**src/rtl/uart_rx_framer_if.sv**
```systemverilog
// rtl/uart_rx_framer_if.sv - serial pin in, validated byte strobe and status out
interface uart_rx_framer_if;
  logic        rx_pin;
  logic [7:0]  received_bits;
  logic        received_8_bits_flag;
  logic        framing_error;
  logic        rx_busy;
  logic [15:0] byte_count;

  // line driver / byte consumer side
  modport master (
    output rx_pin,
    input  received_bits,
    input  received_8_bits_flag,
    input  framing_error,
    input  rx_busy,
    input  byte_count
  );

  // receiver side
  modport slave (
    input  rx_pin,
    output received_bits,
    output received_8_bits_flag,
    output framing_error,
    output rx_busy,
    output byte_count
  );
endinterface

```
**src/rtl/uart_rx_framer.sv**
```systemverilog
// rtl/uart_rx_framer.sv - 8N1 LSB-first receiver with glitch rejection and majority voting
module uart_rx_framer #(
  parameter int CLKS_PER_BIT = 864  // clocks per bit, must be at least 8
) (
  input  logic             clk,
  input  logic             rst,
  uart_rx_framer_if.slave  bus
);

  localparam int          HALF_BIT = CLKS_PER_BIT >> 1;
  localparam logic [15:0] START_TC = 16'(HALF_BIT - 1);
  localparam logic [15:0] BIT_TC   = 16'(CLKS_PER_BIT - 1);

  typedef enum logic [2:0] {
    IDLE,
    START,
    DATA,
    STOP,
    BREAK
  } state_t;

  state_t      state;
  logic        sync_1;
  logic        rx_s;
  logic        hist_1;
  logic        hist_2;
  logic        maj;
  logic [15:0] bit_cnt;
  logic [2:0]  bit_idx;
  logic [7:0]  shift;
  logic [7:0]  rx_byte;
  logic        byte_flag;
  logic        frame_err;
  logic        busy;
  logic [15:0] byte_cnt;

  // Bit decision: two of the current synchronized value and its two predecessors.
  assign maj = (rx_s & hist_1) | (rx_s & hist_2) | (hist_1 & hist_2);

  // Two-flop synchronizer followed by a two-deep history; idles high like the line.
  always_ff @(posedge clk or posedge rst) begin
    if (rst) begin
      sync_1 <= 1'b1;
      rx_s   <= 1'b1;
      hist_1 <= 1'b1;
      hist_2 <= 1'b1;
    end else begin
      sync_1 <= bus.rx_pin;
      rx_s   <= sync_1;
      hist_1 <= rx_s;
      hist_2 <= hist_1;
    end
  end

  // Frame state machine; the bit counter restarts on every state entry so the
  // start sample lands mid start bit and each later sample one bit period on.
  always_ff @(posedge clk or posedge rst) begin
    if (rst) begin
      state     <= IDLE;
      bit_cnt   <= '0;
      bit_idx   <= '0;
      shift     <= '0;
      rx_byte   <= '0;
      byte_flag <= 1'b0;
      frame_err <= 1'b0;
      busy      <= 1'b0;
      byte_cnt  <= '0;
    end else begin
      byte_flag <= 1'b0;
      frame_err <= 1'b0;
      bit_cnt   <= bit_cnt + 16'd1;
      case (state)
        IDLE: begin
          bit_cnt <= '0;
          if (!rx_s) begin
            state <= START;
            busy  <= 1'b1;
          end
        end
        START: begin
          if (bit_cnt == START_TC) begin
            bit_cnt <= '0;
            if (maj) begin
              // Line back high by mid start bit: a glitch, drop it silently.
              state <= IDLE;
              busy  <= 1'b0;
            end else begin
              state   <= DATA;
              bit_idx <= '0;
            end
          end
        end
        DATA: begin
          if (bit_cnt == BIT_TC) begin
            bit_cnt        <= '0;
            shift[bit_idx] <= maj;
            bit_idx        <= bit_idx + 3'd1;
            if (bit_idx == 3'd7) begin
              state <= STOP;
            end
          end
        end
        STOP: begin
          if (bit_cnt == BIT_TC) begin
            bit_cnt <= '0;
            if (maj) begin
              // Leave at mid stop bit so an immediately following start is seen.
              rx_byte   <= shift;
              byte_flag <= 1'b1;
              byte_cnt  <= byte_cnt + 16'd1;
              state     <= IDLE;
              busy      <= 1'b0;
            end else begin
              frame_err <= 1'b1;
              state     <= BREAK;
            end
          end
        end
        BREAK: begin
          // A held-low line reports one error, then waits here for idle.
          bit_cnt <= '0;
          if (rx_s) begin
            state <= IDLE;
            busy  <= 1'b0;
          end
        end
        default: begin
          state <= IDLE;
          busy  <= 1'b0;
        end
      endcase
    end
  end

  assign bus.received_bits        = rx_byte;
  assign bus.received_8_bits_flag = byte_flag;
  assign bus.framing_error        = frame_err;
  assign bus.rx_busy              = busy;
  assign bus.byte_count           = byte_cnt;

endmodule

```
**src/flat_wrapper.sv**
```systemverilog
// flat-port wrapper written by rule: the top's interface ports become plain ports
module uart_rx_framer_flat 
#(
  parameter int CLKS_PER_BIT = 864                                       
)
  (clk, rst, bus_rx_pin, bus_received_bits, bus_received_8_bits_flag, bus_framing_error, bus_rx_busy, bus_byte_count);
  uart_rx_framer_if bus_i ();
  input  logic clk;
  input  logic rst;
  input wire logic [$bits(bus_i.rx_pin)-1:0] bus_rx_pin;
  output wire logic [$bits(bus_i.received_bits)-1:0] bus_received_bits;
  output wire logic [$bits(bus_i.received_8_bits_flag)-1:0] bus_received_8_bits_flag;
  output wire logic [$bits(bus_i.framing_error)-1:0] bus_framing_error;
  output wire logic [$bits(bus_i.rx_busy)-1:0] bus_rx_busy;
  output wire logic [$bits(bus_i.byte_count)-1:0] bus_byte_count;
  assign bus_i.rx_pin = bus_rx_pin;
  assign bus_received_bits = bus_i.received_bits;
  assign bus_received_8_bits_flag = bus_i.received_8_bits_flag;
  assign bus_framing_error = bus_i.framing_error;
  assign bus_rx_busy = bus_i.rx_busy;
  assign bus_byte_count = bus_i.byte_count;
  uart_rx_framer #(.CLKS_PER_BIT(CLKS_PER_BIT)) u_core (.clk(clk), .rst(rst), .bus(bus_i));
endmodule
```
**config.mk**
```make
export PLATFORM = sky130hd
export DESIGN_NAME = uart_rx_framer_flat
export DESIGN_NICKNAME = d
export VERILOG_FILES = /design/src/rtl/uart_rx_framer_if.sv /design/src/rtl/uart_rx_framer.sv /design/src/flat_wrapper.sv
export SDC_FILE = /design/constraint.sdc
export NUM_CORES = 1
export LEC_CHECK = 0
export CAP_MARGIN = 10
export CELL_PAD_IN_SITES_DETAIL_PLACEMENT = 1
export CELL_PAD_IN_SITES_GLOBAL_PLACEMENT = 1
export CORE_UTILIZATION = 47
export CTS_BUF_LIST = sky130_fd_sc_hd__clkbuf_4
export CTS_CLUSTER_DIAMETER = 120
export DETAILED_ROUTE_END_ITERATION = 16
export PLACE_DENSITY = 0.94
export SLEW_MARGIN = 20
export SYNTH_ARGS = -nofsm -noshare
export SYNTH_HDL_FRONTEND = slang
export SYNTH_SLANG_ARGS = --single-unit
```
**constraint.sdc**
```tcl
create_clock -name clk -period 2.9 [get_ports clk]
set_clock_uncertainty 0.2 [all_clocks]
set_input_delay 0.29 -clock clk [delete_from_list [all_inputs] [get_ports clk]]
set_output_delay 0.29 -clock clk [all_outputs]
set_load 0.01 [all_outputs]
```
==> results of run 1 <==
per-stage QoR:
stage | std cells | total power [uW] | hold WS (ns)
3_5_place_dp | 345 | 906 | 0.147
5_1_grt | 361 | 1600 | 0.0550
6_report | 361 | 1540 | 0.0545
2_1_floorplan | 247 | 893 | 0.0945
4_1_cts | 361 | 1560 | 0.0526
3_3_place_gp | 345 | 904 | 0.147
registers in the layout (all words and copies together), names as in the netlist, 3 cells and up:
register / count
u_core.bit_cnt: 16
u_core.bit_idx: 3
u_core.bus.byte_count: 16
u_core.bus.received_bits: 8
u_core.shift: 8
u_core.state: 3
cell type report:
class	instances	area, sq um
fill	633	2540
sequential	61	1530
multi-input combinational	171	1260
timing repair buffer	33	320
tap	75	93.8
clock inverter	6	77.6
clock buffer	10	75.1
inverter	5	18.8
kinds of logic (layout without fill, tap and decap cells):
| kind of cell | count (synthesis) | after routing | share of synthesized area (%) |
|---|---|---|---|
| AO/OA/AOI/OAI | 16 | 16 | 3.92 |
| XOR/XNOR | 29 | 29 | 8.84 |
| adder cells (fa/ha/maj) | 5 | 5 | 2.09 |
| buffers and inverters | 15 | 54 | 2.70 |
| flip-flops | 61 | 61 | 53.3 |
| multiplexers | 19 | 19 | 7.44 |
| AND/OR/NAND/NOR | 102 | 102 | 21.7 |
per-layer routing:
| metal | vias up | track usage (%) |
|---|---|---|
| li1 | 948 | - |
| met1 | 1073 | 25.6 |
| met2 | 36 | 40.6 |
| met3 | 10 | 6.02 |
| met4 | 0 | 9.11 |
| met5 | - | 0 |
final timing paths:
check,startpoint,end,slack [ns],cells past startpoint
max,u_core.bit_cnt[0],u_core.shift[2],0.28,6
min,rst,u_core.bus.received_bits[2],0.05,2
max reg2reg,u_core.bit_cnt[0],u_core.shift[2],0.28,6
min reg2reg,u_core.sync_1,u_core.rx_s,0.16,0
max in group asynchronous,rst,u_core.hist_1,1.71,3
min in group clk,bus_rx_pin,u_core.sync_1,0.08,1
placed cells by master (no fill, tap or decap), types with 2 or more instances in the layout:
cell / instances
dfrtp_1: 57
clkdlybuf4s50_1: 29
nor2_1: 25
xnor2_1: 17
mux2_2: 17
nand3_1: 13
nand2_1: 13
xor2_1: 12
nand4_1: 11
clkbuf_4: 10
nor3_1: 8
and3_1: 5
and4_1: 5
a21oi_1: 4
inv_1: 4
ha_1: 4
buf_4: 4
dfstp_2: 4
and2_1: 3
and4bb_2: 3
nand4b_1: 3
nor4_4: 2
o21ai_0: 2
a22o_2: 2
nor3b_1: 2
mux2_1: 2
clkinv_1: 2
bufinv_16: 2
clkinv_2: 2
power groups by stage:
| stage | clock [uW] | combinational, uW | sequential (uW) |
|---|---|---|---|
| after floorplan | 0 | 19.5 | 873 |
| after detailed placement | 0 | 32.1 | 874 |
| final | 655 | 30.6 | 857 |
| after global routing | 707 | 36.3 | 858 |
| after CTS | 668 | 32.5 | 857 |
| after global placement | 0 | 30.7 | 874 |
critical path, delay by kind of cell, from the launching register on:
family                   cells  cell delay [ns]
AND/OR/NAND/NOR              4             1.36
flip-flops                   1             0.41
multiplexers                 1             0.32
adder cells (fa/ha/maj)      1             0.23
==> reports/metrics.cfg, run 1 <==
[run_status]
status = finished clean

[pwr]
internal_power_uw = 1210
comb_power_share_pct = 2.0
p_leak_uw = 0.00153
power.density_mw_per_mm2 = 456
ir_worst_vdd_mv = 0.290
switchingPower_uw = 330
pwr-share-seq_pct = 55.6
clkPwrFrac_pct = 42.4
netSwitchingFraction_pct = 21.4

[clock_tree]
clock_latency_ns = 0.40
cts.clk_slew.worst_paths_ns = 0.10
post_cts_hold_buffer_count = 0
post_cts_resized = 0
htreeDepth = 3
cts_buffers = 9
cts_tree = done
cts_root_buffer = clkbuf_4
clock_path_buffers = 2
cts.sinks = 61
cts_setup_buffers = 0

[floorplan]
die_h_um = 80.2
die_w_um = 80.2
die-area_sq_mm = 0.00643
initial_utilization_pct = 48.5
rows = 28
core_sq_mm = 0.00592
ioPinCount = 30

[worst_setup_path]
max_stage_delay_ns = 0.49
critPathArrivalTime_ns = 2.71
crit_slowest_cell = nor4_4
worstPathCellList = ha_1 > and4_1 > nand4_4 > nor4_4 > and4bb_2 > mux2_2
required_ns = 3.00
end_kind = flip-flop
startpoint_type = flip-flop
path_class = flip-flop to flip-flop
cp_max_fo = 12

[detailed_routing]
drtIter0Drc = 35
wl_per_cell_um = 17.9
first_pass_iters = 4
avgViaCountPerCell = 5.73
antenna_left = 0
wl_mm = 6.45
top_layer_used = met4
vias = 2067
wl_met3_um = 231
drc = 0
wl_met1_mm = 2.67
met2_length_mm = 3.48

[sta]
fin_tns_setup_ns = 0
drv_slew = 0
setup_viol = 0
max_slew.worst_pin.slew_ns = 0.592
hold_violations = 0
layout_min_cycle_time_ns = 2.62
slew_headroom_pct = 60.2
fmax_mhz = 382
rsz0062_at_grt = false
fin_crit_sh_pct = 90.3
setup_ws_ns = 0.282

[yosys]
synthFlopType = dfrtp_1
synth.avg_cell_area_sq_um = 11.6
synth_area_leader_cell = dfrtp_1
syn_nets = 254
ys_async_sr_fraction_pct = 100
netlist_instances = 247
synth_top_area_share_pct = 49.6
ys_top_cells_by_area = dfrtp_1, mux2_2, xnor2_1
synth_area_sq_mm = 0.00287
synth_edf_count = 0
synthTopCellsByCount = dfrtp_1, nor2_1, mux2_2, xnor2_1
synth_warnings = 0
yosysSeqAreaShare_pct = 53.3
synth_most_common_cell = dfrtp_1
yosysUniqueCellTypes = 45
ys_ff_latch = 61

[placement]
io_buffer_count = 29
pre_cts_ws_ns = 0.296
dpl_cell_area_sq_mm = 0.00323
gp_congestion = 0.749
dp_hpwl_mm = 4.68

[layout]
syn_to_final_growth_pct = 17.7
nNetsFinal = 288
final_util_pct = 57.1
diodes = 0
drive_gt1_share_pct = 18.2
design_area_sq_mm = 0.00338

[flow_run]
maxCapViolCount = 0

[global_route]
grt_start_max_net_pins = 28
grt_usage_pct = 22.7
overflow = 0
grt_pass1_vias = 2215
antenna_found_initial = 0
grt_first_pass_wirelength_mm = 10.8

[min_path]
hold_path_class = input pin to asynchronous set/reset pin

Note: power is estimated with default switching activity, not from simulation.
==> run 2, diff against run 1 <==
--- a/config.mk
+++ b/config.mk
@@ -13,7 +13,6 @@
 export CTS_CLUSTER_DIAMETER = 120
 export DETAILED_ROUTE_END_ITERATION = 16
 export PLACE_DENSITY = 0.94
-export SLEW_MARGIN = 20
 export SYNTH_ARGS = -nofsm -noshare
 export SYNTH_HDL_FRONTEND = slang
 export SYNTH_SLANG_ARGS = --single-unit
==> results of run 2 <==
Same layout as run 1: the final DEF is identical, and so are final timing and power.
